--- src/rtl/baseline_calibrator_pkg.sv ---
// Shared DSP configuration (dsp_config) for the RFDC H-gain path.
// Sample geometry and the reset baseline used by the calibration blocks.
package baseline_calibrator_pkg;

    localparam int ADC_RESOLUTION_WIDTH = 12;
    localparam int SAMPLE_WIDTH         = 16;
    localparam int SAMPLE_NUM_PER_CLK   = 8;
    localparam int RFDC_TDATA_WIDTH     = SAMPLE_WIDTH * SAMPLE_NUM_PER_CLK;
    localparam int SAMPLE_LSB_PAD       = SAMPLE_WIDTH - ADC_RESOLUTION_WIDTH;
    localparam int LANE_SUM_WIDTH       = ADC_RESOLUTION_WIDTH + 3;
    localparam int BASELINE_WIDTH       = ADC_RESOLUTION_WIDTH + 1;

    localparam logic signed [BASELINE_WIDTH-1:0] RESET_BASELINE = -13'sd1024;

endpackage

--- src/rtl/baseline_calibrator_lane_sum.sv ---
// Combinational signed adder tree: sums the 8 left-justified 12-bit samples
// of one RFDC beat into a 15-bit result.
module lane_sum
    import baseline_calibrator_pkg::*;
(
    input  logic        [RFDC_TDATA_WIDTH-1:0] tdata,
    output logic signed [LANE_SUM_WIDTH-1:0]   sum
);

    logic signed [ADC_RESOLUTION_WIDTH-1:0] lane_s [SAMPLE_NUM_PER_CLK];
    logic signed [ADC_RESOLUTION_WIDTH:0]   lvl1_s [4];
    logic signed [ADC_RESOLUTION_WIDTH+1:0] lvl2_s [2];
    logic        [SAMPLE_LSB_PAD*SAMPLE_NUM_PER_CLK-1:0] pad_bits_s;
    logic                                   unused_pad_s;

    for (genvar i = 0; i < SAMPLE_NUM_PER_CLK; i++) begin : g_lane
        assign lane_s[i] = tdata[i*SAMPLE_WIDTH+SAMPLE_LSB_PAD +: ADC_RESOLUTION_WIDTH];
        assign pad_bits_s[i*SAMPLE_LSB_PAD +: SAMPLE_LSB_PAD] = tdata[i*SAMPLE_WIDTH +: SAMPLE_LSB_PAD];
    end

    // The low pad nibble of each lane carries no sample information.
    assign unused_pad_s = ^pad_bits_s;

    // Three-level tree, each level one bit wider so no sum can wrap.
    always_comb begin
        for (int i = 0; i < 4; i++) begin
            lvl1_s[i] = {lane_s[2*i][ADC_RESOLUTION_WIDTH-1], lane_s[2*i]}
                      + {lane_s[2*i+1][ADC_RESOLUTION_WIDTH-1], lane_s[2*i+1]};
        end
        for (int j = 0; j < 2; j++) begin
            lvl2_s[j] = {lvl1_s[2*j][ADC_RESOLUTION_WIDTH], lvl1_s[2*j]}
                      + {lvl1_s[2*j+1][ADC_RESOLUTION_WIDTH], lvl1_s[2*j+1]};
        end
        sum = {lvl2_s[0][ADC_RESOLUTION_WIDTH+1], lvl2_s[0]}
            + {lvl2_s[1][ADC_RESOLUTION_WIDTH+1], lvl2_s[1]};
    end

endmodule

--- src/rtl/baseline_calibrator.sv ---
// Measures the mean H-gain ADC level over a window of beats and hands it to
// the DSP stage as its baseline; a manual baseline can also be loaded directly.
module baseline_calibrator
    import baseline_calibrator_pkg::*;
#(
    parameter int LOG2_ACC_BEATS = 4,
    parameter int FLUSH_CYCLES   = 4,
    parameter int TIMEOUT_CYCLES = 1024
) (
    input  logic                             ACLK,
    input  logic                             ARESET,
    input  logic                             START,
    input  logic                             MANUAL_SET,
    input  logic signed [BASELINE_WIDTH-1:0] MANUAL_BASELINE,
    input  logic        [RFDC_TDATA_WIDTH-1:0] H_S_AXIS_TDATA,
    input  logic                             H_S_AXIS_TVALID,
    output logic                             SET_CONFIG,
    output logic signed [BASELINE_WIDTH-1:0] H_GAIN_BASELINE,
    output logic                             BUSY,
    output logic                             DONE,
    output logic                             CAL_ERROR
);

    localparam int ACC_W     = ADC_RESOLUTION_WIDTH + 3 + LOG2_ACC_BEATS;
    localparam int SHIFT     = 3 + LOG2_ACC_BEATS;
    localparam int ACC_BEATS = 1 << LOG2_ACC_BEATS;
    localparam int CNT_W     = ((ACC_BEATS > FLUSH_CYCLES) ? LOG2_ACC_BEATS : $clog2(FLUSH_CYCLES)) + 1;
    localparam int TO_W      = $clog2(TIMEOUT_CYCLES) + 1;

    typedef enum logic [2:0] {
        ST_IDLE    = 3'd0,
        ST_FLUSH   = 3'd1,
        ST_ACCUM   = 3'd2,
        ST_COMPUTE = 3'd3,
        ST_APPLY   = 3'd4,
        ST_ERROR   = 3'd5
    } state_t;

    state_t                           state_r;
    logic        [CNT_W-1:0]          beat_cnt_r;
    logic        [TO_W-1:0]           timeout_cnt_r;
    logic signed [ACC_W-1:0]          acc_r;
    logic signed [BASELINE_WIDTH-1:0] baseline_r;
    logic                             set_config_r;
    logic                             manual_pending_r;
    logic                             busy_r;
    logic                             done_r;
    logic                             cal_error_r;
    logic signed [LANE_SUM_WIDTH-1:0] beat_sum_s;
    logic signed [BASELINE_WIDTH-1:0] mean_s;
    logic                             timeout_hit_s;

    lane_sum u_lane_sum (
        .tdata (H_S_AXIS_TDATA),
        .sum   (beat_sum_s)
    );

    // The window mean always fits in 13 bits, so truncating the floor-shifted sum is exact.
    assign mean_s        = BASELINE_WIDTH'(acc_r >>> SHIFT);
    assign timeout_hit_s = (timeout_cnt_r == TO_W'(TIMEOUT_CYCLES - 1));

    // Calibration sequencer with all outputs registered.
    always_ff @(posedge ACLK) begin
        if (ARESET) begin
            state_r          <= ST_IDLE;
            beat_cnt_r       <= '0;
            timeout_cnt_r    <= '0;
            acc_r            <= '0;
            baseline_r       <= RESET_BASELINE;
            set_config_r     <= 1'b0;
            manual_pending_r <= 1'b0;
            busy_r           <= 1'b0;
            done_r           <= 1'b0;
            cal_error_r      <= 1'b0;
        end else begin
            set_config_r     <= manual_pending_r;
            manual_pending_r <= 1'b0;
            case (state_r)
                ST_IDLE: begin
                    if (START) begin
                        state_r       <= ST_FLUSH;
                        busy_r        <= 1'b1;
                        beat_cnt_r    <= '0;
                        timeout_cnt_r <= '0;
                        acc_r         <= '0;
                        done_r        <= 1'b0;
                        cal_error_r   <= 1'b0;
                    end else if (MANUAL_SET && !manual_pending_r) begin
                        // Strobe follows a cycle later so the baseline is settled under it.
                        baseline_r       <= MANUAL_BASELINE;
                        manual_pending_r <= 1'b1;
                    end else begin
                        busy_r <= 1'b0;
                    end
                end
                ST_FLUSH, ST_ACCUM: begin
                    if (H_S_AXIS_TVALID) begin
                        timeout_cnt_r <= '0;
                        if (state_r == ST_FLUSH) begin
                            if (beat_cnt_r == CNT_W'(FLUSH_CYCLES - 1)) begin
                                beat_cnt_r <= '0;
                                state_r    <= ST_ACCUM;
                            end else begin
                                beat_cnt_r <= beat_cnt_r + 1'b1;
                            end
                        end else begin
                            acc_r <= acc_r + ACC_W'(beat_sum_s);
                            if (beat_cnt_r == CNT_W'(ACC_BEATS - 1)) begin
                                beat_cnt_r <= '0;
                                state_r    <= ST_COMPUTE;
                            end else begin
                                beat_cnt_r <= beat_cnt_r + 1'b1;
                            end
                        end
                    end else if (timeout_hit_s) begin
                        timeout_cnt_r <= timeout_cnt_r + 1'b1;
                        state_r       <= ST_ERROR;
                    end else begin
                        timeout_cnt_r <= timeout_cnt_r + 1'b1;
                    end
                end
                ST_COMPUTE: begin
                    baseline_r <= mean_s;
                    state_r    <= ST_APPLY;
                end
                ST_APPLY: begin
                    set_config_r <= 1'b1;
                    done_r       <= 1'b1;
                    busy_r       <= 1'b0;
                    state_r      <= ST_IDLE;
                end
                ST_ERROR: begin
                    cal_error_r <= 1'b1;
                    busy_r      <= 1'b0;
                    state_r     <= ST_IDLE;
                end
                default: begin
                    busy_r  <= 1'b0;
                    state_r <= ST_IDLE;
                end
            endcase
        end
    end

    assign SET_CONFIG      = set_config_r;
    assign H_GAIN_BASELINE = baseline_r;
    assign BUSY            = busy_r;
    assign DONE            = done_r;
    assign CAL_ERROR       = cal_error_r;

endmodule

--- config.mk ---
export PLATFORM = sky130hd
export DESIGN_NAME = baseline_calibrator
export DESIGN_NICKNAME = d
export VERILOG_FILES = /design/src/rtl/baseline_calibrator_pkg.sv /design/src/rtl/baseline_calibrator_lane_sum.sv /design/src/rtl/baseline_calibrator.sv
export SDC_FILE = /design/constraint.sdc
export NUM_CORES = 1
export LEC_CHECK = 0
export ABC_AREA = 1
export BUFFER_PORTS_ARGS = -buffer_cell sky130_fd_sc_hd__buf_2
export CELL_PAD_IN_SITES_DETAIL_PLACEMENT = 0
export CELL_PAD_IN_SITES_GLOBAL_PLACEMENT = 1
export CORE_AREA = 2 2 134 136
export CTS_BUF_LIST = sky130_fd_sc_hd__clkbuf_2 sky130_fd_sc_hd__clkbuf_4 sky130_fd_sc_hd__clkbuf_8
export DETAILED_ROUTE_END_ITERATION = 6
export DIE_AREA = 0 0 136 138
export PLACE_DENSITY_LB_ADDON = 0.1
export SETUP_SLACK_MARGIN = 0.1
export SLEW_MARGIN = 20
export SYNTH_ARGS = -nofsm -noshare
export SYNTH_HDL_FRONTEND = slang
export SYNTH_SLANG_ARGS = --single-unit
--- constraint.sdc ---
create_clock -name ACLK -period 4.1 [get_ports ACLK]
set_clock_uncertainty 0.2 [all_clocks]
set_input_delay 0.615 -clock ACLK [delete_from_list [all_inputs] [get_ports ACLK]]
set_output_delay 0.615 -clock ACLK [all_outputs]
set_load 0.1 [all_outputs]
==> reports/metrics.sh, run 1 <==
STATUS='finished, violations left'
FAILED_CHECKS='negative setup slack'
GRT_OVERFLOW_TOTAL=0
CRITPATHKIND='input pin to flop'
AVGVIACOUNTPERCELL=4.52
NUM_IO_PINS=163
DIODE_COUNT=0
WORST_SETUP_HOLD_PATH_CLK_SLEW_NS=0.12
COMPOUND_GATE_FRACTION_OF_SYNTH_AREA_PCT=9.20
CORE_REGION_AREA_SQ_MM=0.0175
PER_INSTANCE_AVERAGE_AREA_AFTER_SYNTHESIS_SQ_UM=7.87
POSTCTSHOLDBUFS=0
CATEGORY_OF_THE_WORST_SETUP_PATH_LAUNCH_POINT='input pin'
POSTSYNTH.TOPFLOPCELL='dfxtp_1'
SYNTH.YOSYS.SEQ_AREA_SHARE_PCT=18.2
PLACEMENT_ROWS=49
SETUP_REPAIR_AFTER_GLOBAL_ROUTING_MISSED_ITS_MARGIN='true'
SYNTH.LARGEST_AREA_CELL='fa_1'
FIRST_PASS_ITERS=5
AREA_SHARE_OF_THE_LEADING_CELL_TYPE_IN_THE_SYNTHESIZED_NETLIST_PCT=34.2
FINAL-SETUP-VIOL-COUNT=3
WORST_SLEW_MARGIN_REL_PCT=47.8
GRT_FIRST_PASS_WIRELENGTH_UM=25400
YOSYS_WARNINGS=0
CRIT_SLOWEST_CELL='fa_2'
SYNTH_ASYNC_SR_FLOP_SHARE_PCT=0
TIMING.FINAL.MAX_SLEW_VIOLATIONS=0
ORDERED_CELL_LIST_FOR_THE_CRITICAL_PATH='buf_6 > fa_1 > inv_2 > fa_2 > inv_4 > fa_1 > inv_1 > fa_1 > inv_2 > ha_4 > a21oi_4 > nor2_1 > nor2_1 > o21a_1 > nand2_1 > nand2_1 > nand3_1 > a21oi_1'
HOLD_PATH_CLASS='flop to flop'
INITIAL_UTILIZATION_PCT=35.1
CTS.PATH.MAX_BUFFERS=2
GRT_START_MAX_NET_PINS=33
CTS_TREE='yes'
FINAL_NET_COUNT=1234
FIN_CRIT_SH_PCT=101
TIMING.SETUP.TNS_NS=-0.0768
ANTENNA_FOUND_INITIAL=0
YOSYS.AREA_SHARE.XOR_XNOR_PCT=0.428
SYNTH.MUX.AREA_FRACTION_PCT=0
NUMPORTBUFFERS=130
YOSYS.AREA_SHARE.ADDER_PCT=39.3
POSTSYNTHNETCOUNT=1057
DRT_DRC_VIOLATIONS_LEFT=0
CTS_NUM_SINKS=56
MAPPEDNETLISTAREA_SQ_MM=0.00615
ROUTE.DETAILED.WL_PER_INST_UM=12.3
CTS_HTREE_LEVELS=2
DRTITER0DRC=238
SYNTH.LIB_CELLS_USED.DISTINCT=37
PLACER_CONGESTION=0.811
MAX_CAP_VIOLATIONS=0
SYNTHESIS.INSTANCES=781
DIE-AREA_SQ_MM=0.0188
SYNTH_ENABLE_FLOP_CELLS=0
TOTAL_OF_FLIP_FLOPS_PLUS_LATCHES_AFTER_SYNTHESIS=56
LARGEST_FAMILY_OF_LOGIC_CELLS_BY_SYNTHESIZED_AREA='adder cells'
DIE-WIDTH_UM=136
CLK-INSERTION-DELAY-LATE_NS=0.32
LAYOUT_MIN_CYCLE_TIME_NS=4.14
ARRIVAL_NS=4.20
VIAS_IN_THE_FIRST_GLOBAL_ROUTE=5632
GROUTE.USAGE.OVERALL_PCT=16.3
SYN2LAYOUT_AREA_GROWTH_PCT=30.2
CRIT_PATH_MAX_FANOUT=5
CP_DATA_REQUIRED_TIME_NS=4.16
CRITICAL_PATH.MAX_STAGE_DELAY_NS=0.62
TIMING.CRITICAL_PATH.MODE_CELL='fa_1'
ANT_NETS=0
CTS.ROOT.BUFFER_CELL='clkbuf_8'
PEAK_FREQ_GHz=0.241
VIAS=5364
FINAL_CRITICAL_PATH_SETUP_SLACK_NS=-0.0410
FLOORPLAN.DIE.HEIGHT_UM=138
CTS_MADE_BUFFERS=5
FINALHOLDVIOLATIONS=0
SYNTH_AREA_LEADERS='fa_1 34%, dfxtp_1 18%, inv_1 12%, nand2_1 10%, ha_1 5.1%'
POST_SYNTH_AND_OR_NAND_NOR_AREA_FRACTION_PCT=19.5
ROUTE.FINAL.WIRE_LENGTH_UM=14700
DP_HPWL_UM=12500
FINAL_LAYOUT_SIZE_SUFFIX_GT1_SHARE_PCT=30.8
TIMING.CRITICAL_PATH.TO_TYPE='flop'
WORST-SLEW-PIN-TRANSITION_NS=0.778
==> critical path, delay by kind of cell <==
family / cells / cell delay (ns)
AOI/OAI and AO/OA: 3 / 0.47
adders and majority gates: 5 / 2.44
buffers and inverters: 5 / 0.31
and+or+nand+nor: 5 / 0.35
==> synth_stat cells, types with 3 or more instances <==
cell,number
nand3_1,37
a21oi_1,58
o21ai_0,27
ha_1,25
nand2_2,3
nand4_1,11
nor3_1,8
nor2_1,29
buf_2,3
or2_2,4
fa_1,105
nand2_1,167
a31oi_1,10
inv_2,4
dfxtp_1,56
inv_1,199
clkbuf_1,5
==> routing by layer <==
| layer | track usage, % | vias up | part of all wire, % |
|---|---|---|---|
| met5 | 0 | - | 0 |
| met4 | 2.47 | 0 | 0.93 |
| met3 | 1.47 | 9 | 3.3 |
| met2 | 31.0 | 99 | 53 |
| met1 | 20.3 | 2541 | 42 |
| li1 | - | 2715 | - |
==> metrics by stage <==
stage                     setup WS (ns)  util (%)  cells  area [sq um]  hold slack (ns)
after floorplan                  -0.122         -    781          6420            0.228
after global placement           -0.509      43.4   1172          7620            0.248
after detailed placement         -0.539      43.4   1172          7620            0.253
after CTS                       -0.0589      44.8   1183          7850            0.277
after global routing             -0.177      45.6   1188          8000            0.300
final                           -0.0410      45.6   1188          8000            0.272
==> cell families (layout without fill, tap and decap cells) <==
logic type	after synthesis	after routing
DFF	56	56
and+or+nand+nor	273	273
buffers and inverters	213	391
AOI/OAI and AO/OA	106	106
xor gates and xnor gates	3	3
adders and majority gates	130	130
==> placed cells by master, fill, tap and decap left out, types with 3 or more instances in the layout <==
cell	instances
clkbuf_8	5
nand3_1	27
nor2_4	3
ha_4	15
fa_1	101
buf_2	126
o21ai_2	4
or2_4	3
o21ai_1	5
dfxtp_1	56
nor3_1	6
nand2_1	148
nand2_2	15
ha_1	10
nor3_2	3
nor2_1	23
a31oi_1	10
nand4_1	11
nand2_4	7
fa_2	4
inv_2	17
nor2_2	6
inv_1	182
inv_4	3
a21oi_2	8
a21oi_1	46
a21oi_4	4
o21ai_0	21
nand3_2	10
buf_4	50
==> flip-flops by register name, indices dropped and copies added, names as in the netlist <==
name	flops
H_GAIN_BASELINE	13
state_r	3
CAL_ERROR	1
DONE	1
SET_CONFIG	1
beat_cnt_r	5
manual_pending_r	1
acc_r	19
BUSY	1
timeout_cnt_r	11
==> path summary, 6_finish.rpt <==
kind | slack (ns) | from | depth (start not counted) | end
setup / recovery | -0.04 | H_S_AXIS_TDATA[95] | 18 | acc_r[16]$_SDFFE_PP0P_
hold reg to reg | 0.27 | CAL_ERROR$_SDFFE_PP0P_ | 2 | CAL_ERROR$_SDFFE_PP0P_
hold / removal | 0.27 | CAL_ERROR$_SDFFE_PP0P_ | 2 | CAL_ERROR$_SDFFE_PP0P_
setup reg to reg | 0.08 | acc_r[10]$_SDFFE_PP0P_ | 15 | acc_r[17]$_SDFFE_PP0P_
==> final cells by class <==
type | count | area [sq um]
Fill cell | 1797 | 9530
Multi-Input combinational cell | 512 | 4670
Sequential cell | 56 | 1120
Timing Repair Buffer | 180 | 1050
Inverter | 203 | 777
Tap cell | 229 | 287
Clock buffer | 5 | 68.8
Clock inverter | 3 | 28.8
==> repair_timing <==
| item | CTS | global route |
|---|---|---|
| buffers inserted | 3 | 5 |
| hold endpoints to repair | 0 | 0 |
| pin swaps | 32 | 23 |
| endpoints found under the setup margin | 10 | 14 |
| gates resized for setup | 25 | 34 |
Power of run 1 is left out: the tool's default activity adds up to more than one toggle a clock period on the data nets, which glitch-free logic cannot reach.
==> inputs of run 2 (changes only) <==
==> constraint.sdc (replaced) <==
create_clock -name ACLK -period 4.1 [get_ports ACLK]
set_clock_uncertainty 0.2 [all_clocks]
set_input_delay 0.82 -clock ACLK [delete_from_list [all_inputs] [get_ports ACLK]]
set_output_delay 0.82 -clock ACLK [all_outputs]
set_load 0.1 [all_outputs]
==> run 2 against run 1 <==
The flow still finishes with violations (negative setup slack). Die area is the same. Sequential cell count is the same. Via count shrank 0.88%. Worst setup slack lost 0.20 ns.
==> reports/metrics.sh, run 2 (synthesis gave the netlist of run 1 again) <==
LAYOUT_MIN_CYCLE_TIME_NS=4.34  # +0.198 ns
CTS.PATH.MAX_BUFFERS=2  # unchanged
CRIT_PATH_MAX_FANOUT=5  # unchanged
PATH_DELAY_FAMILY='adder cells'
MAX_CAP_VIOLATIONS=0  # unchanged
VIAS_IN_THE_FIRST_GLOBAL_ROUTE=5576  # -0.99%
FILL_CELLS=1836  # +2.2%
TIMING.FINAL.MAX_SLEW_VIOLATIONS=0  # unchanged
PLACEMENT_ROWS=49  # unchanged
TIMING.CRITICAL_PATH.MODE_CELL='fa_1'
AVGVIACOUNTPERCELL=4.49  # -0.63%
DP_HPWL_UM=12400  # -0.73%
PLACER_CONGESTION=0.796  # -1.8%
ANTENNA_FOUND_INITIAL=0  # unchanged
HOLD_SLACK_NS=0.275  # +0.00261 ns
FLOORPLAN.DIE.HEIGHT_UM=138  # unchanged
ORDERED_CELL_LIST_FOR_THE_CRITICAL_PATH='buf_8 > inv_4 > fa_1 > inv_1 > fa_1 > fa_1 > inv_2 > fa_1 > inv_2 > ha_4 > fa_2 > nand3_2 > nand2_4 > nand2_4 > nand2_8 > nand2_2 > nand3_1 > nand2_1 > nand3_1 > a21oi_1'
NUM_IO_PINS=163  # unchanged
INITIAL_UTILIZATION_PCT=35.1  # unchanged
FINAL-SETUP-VIOL-COUNT=13  # +10
CTS.ROOT.BUFFER_CELL='clkbuf_8'
CLK-INSERTION-DELAY-LATE_NS=0.31  # about the same
DIE-WIDTH_UM=136  # unchanged
GROUTE.USAGE.OVERALL_PCT=16.2  # -0.12 points
FIN_CRIT_SH_PCT=106  # +4.8 points
REGTOREGSETUPSLACK_NS=0.08  # about the same
CP_DATA_REQUIRED_TIME_NS=4.14  # -0.02 ns
DIE-AREA_SQ_MM=0.0188  # unchanged
FINAL_NET_COUNT=1231  # -0.24%
LAYOUT_COMMONEST_CELL='inv_1'
CTS_NUM_SINKS=56  # unchanged
CATEGORY_OF_THE_WORST_SETUP_PATH_LAUNCH_POINT='input pin'
DRT_DRC_VIOLATIONS_LEFT=0  # unchanged
GRT_START_MAX_NET_PINS=33  # unchanged
TIMING.SETUP.TNS_NS=-2.03  # -1.95 ns
CRITICAL_PATH.MAX_STAGE_DELAY_NS=0.53  # -0.09 ns
PEAK_FREQ_GHz=0.230  # -4.6%
CRIT_SLOWEST_CELL='fa_1'
LARGEST_REG_FLOPS=19  # unchanged
ROUTE.DETAILED.WL_PER_INST_UM=12.2  # -1.5%
CRITPATHKIND='input pin to flop'
VIAS=5317  # -0.88%
FINAL_LAYOUT_SIZE_SUFFIX_GT1_SHARE_PCT=31.0  # +0.20 points
ANT_NETS=0  # unchanged
MOST-COMMON-LAYOUT-CELLS='177 x inv_1, 147 x nand2_1, 126 x buf_2, 103 x fa_1, 56 x dfxtp_1'
CTS_MADE_BUFFERS=5  # unchanged
CTS_TREE='yes'
SYN2LAYOUT_AREA_GROWTH_PCT=30.3
FINAL_CRITICAL_PATH_SETUP_SLACK_NS=-0.239  # -0.198 ns
STATUS='finished, violations left'
GRT_FIRST_PASS_WIRELENGTH_UM=25200  # -0.84%
WORST_SLEW_MARGIN_REL_PCT=50.8  # +3.0 points
WORST_SETUP_HOLD_PATH_CLK_SLEW_NS=0.11  # about the same
ROUTE.FINAL.WIRE_LENGTH_UM=14400  # -1.7%
FAILED_CHECKS='negative setup slack'
HOLD_PATH_CLASS='flop to flop'
WORST-SLEW-PIN-TRANSITION_NS=0.734  # -0.0443 ns
FINALHOLDVIOLATIONS=0  # unchanged
GRT_OVERFLOW_TOTAL=0  # unchanged
DIODE_COUNT=0  # unchanged
CRIT_BUF_INV=5  # unchanged
CORE_REGION_AREA_SQ_MM=0.0175  # unchanged
SETUP_REPAIR_AFTER_GLOBAL_ROUTING_MISSED_ITS_MARGIN='true'
LARGEST-REGISTER='acc_r'
CTS_HTREE_LEVELS=2  # unchanged
FIRST_PASS_ITERS=4  # -1
ARRIVAL_NS=4.38  # +0.18 ns
TIMING.CRITICAL_PATH.TO_TYPE='flop'
NUMPORTBUFFERS=130  # unchanged
DRTITER0DRC=224  # -5.9%
==> run 2: cell count changes in the layout (fill, tap and decap cells not counted), sizes merged <==
| cell | delta |
|---|---|
| clkinvlp | +1 |
| clkinv | +1 |
| buf | -2 |
| inv | -3 |
==> run 2: final cells by class <==
type,count,area [sq um],area share [%]
multi-input cells,512,4690,58.6
flip-flops and latches,56,1120,14.0
repair buffers,177,1040,12.9
inverters,203,779,9.73
well taps,229,287,3.58
clock buffers,6,76.3,0.953
clock inverters,2,16.3,0.203
==> run 2: path summary, 6_finish.rpt <==
| path | start | to | cells past startpoint |
|---|---|---|---|
| worst min register to register | timeout_cnt_r[8]$_SDFFE_PP0P_ | timeout_cnt_r[8]$_SDFFE_PP0P_ | 1 |
| worst max-delay path | H_S_AXIS_TDATA[6] | acc_r[18]$_SDFFE_PP0P_ | 20 |
| worst max register to register | acc_r[10]$_SDFFE_PP0P_ | acc_r[18]$_SDFFE_PP0P_ | 16 |
| worst min-delay path | timeout_cnt_r[8]$_SDFFE_PP0P_ | timeout_cnt_r[8]$_SDFFE_PP0P_ | 1 |
==> run 2: metrics by stage <==
step | setup slack (ns) | instances | cell area, sq um | utilization, %
2_1_floorplan | -0.327 | 781 | 6440 | -
3_3_place_gp | -0.711 | 1170 | 7620 | 43.5
3_5_place_dp | -0.740 | 1170 | 7620 | 43.5
4_1_cts | -0.257 | 1181 | 7890 | 45.0
5_1_grt | -0.404 | 1185 | 8010 | 45.7
6_report | -0.239 | 1185 | 8010 | 45.7
==> run 2: repair_timing <==
item | CTS | global route
hold buffers | 0 | 0
buffers inserted | 3 | 4
gates cloned | 0 | 0
resized for setup | 32 | 27
setup endpoints to repair | 15 | 16
pin swaps | 38 | 11
==> run 2: worst reg2reg max path: cells and delay by family, from the launching register on <==
family | cells | cell delay [ns]
adders and majority gates | 5 | 2.36
and+or+nand+nor | 7 | 0.59
DFF | 1 | 0.45
buffers and inverters | 3 | 0.21
AOI/OAI and AO/OA | 1 | 0.07
==> run 2: layer usage <==
metal / up-vias / part of all wire, % / routed length [um] / global-route usage (%)
met5: - / 0 / 0 / 0
met4: 0 / 0.76 / 109 / 2.25
met3: 7 / 2.8 / 399 / 1.39
met2: 76 / 54 / 7770 / 30.6
met1: 2523 / 43 / 6130 / 20.4
li1: 2711 / - / - / -
Power of run 2 is left out for the same reason.
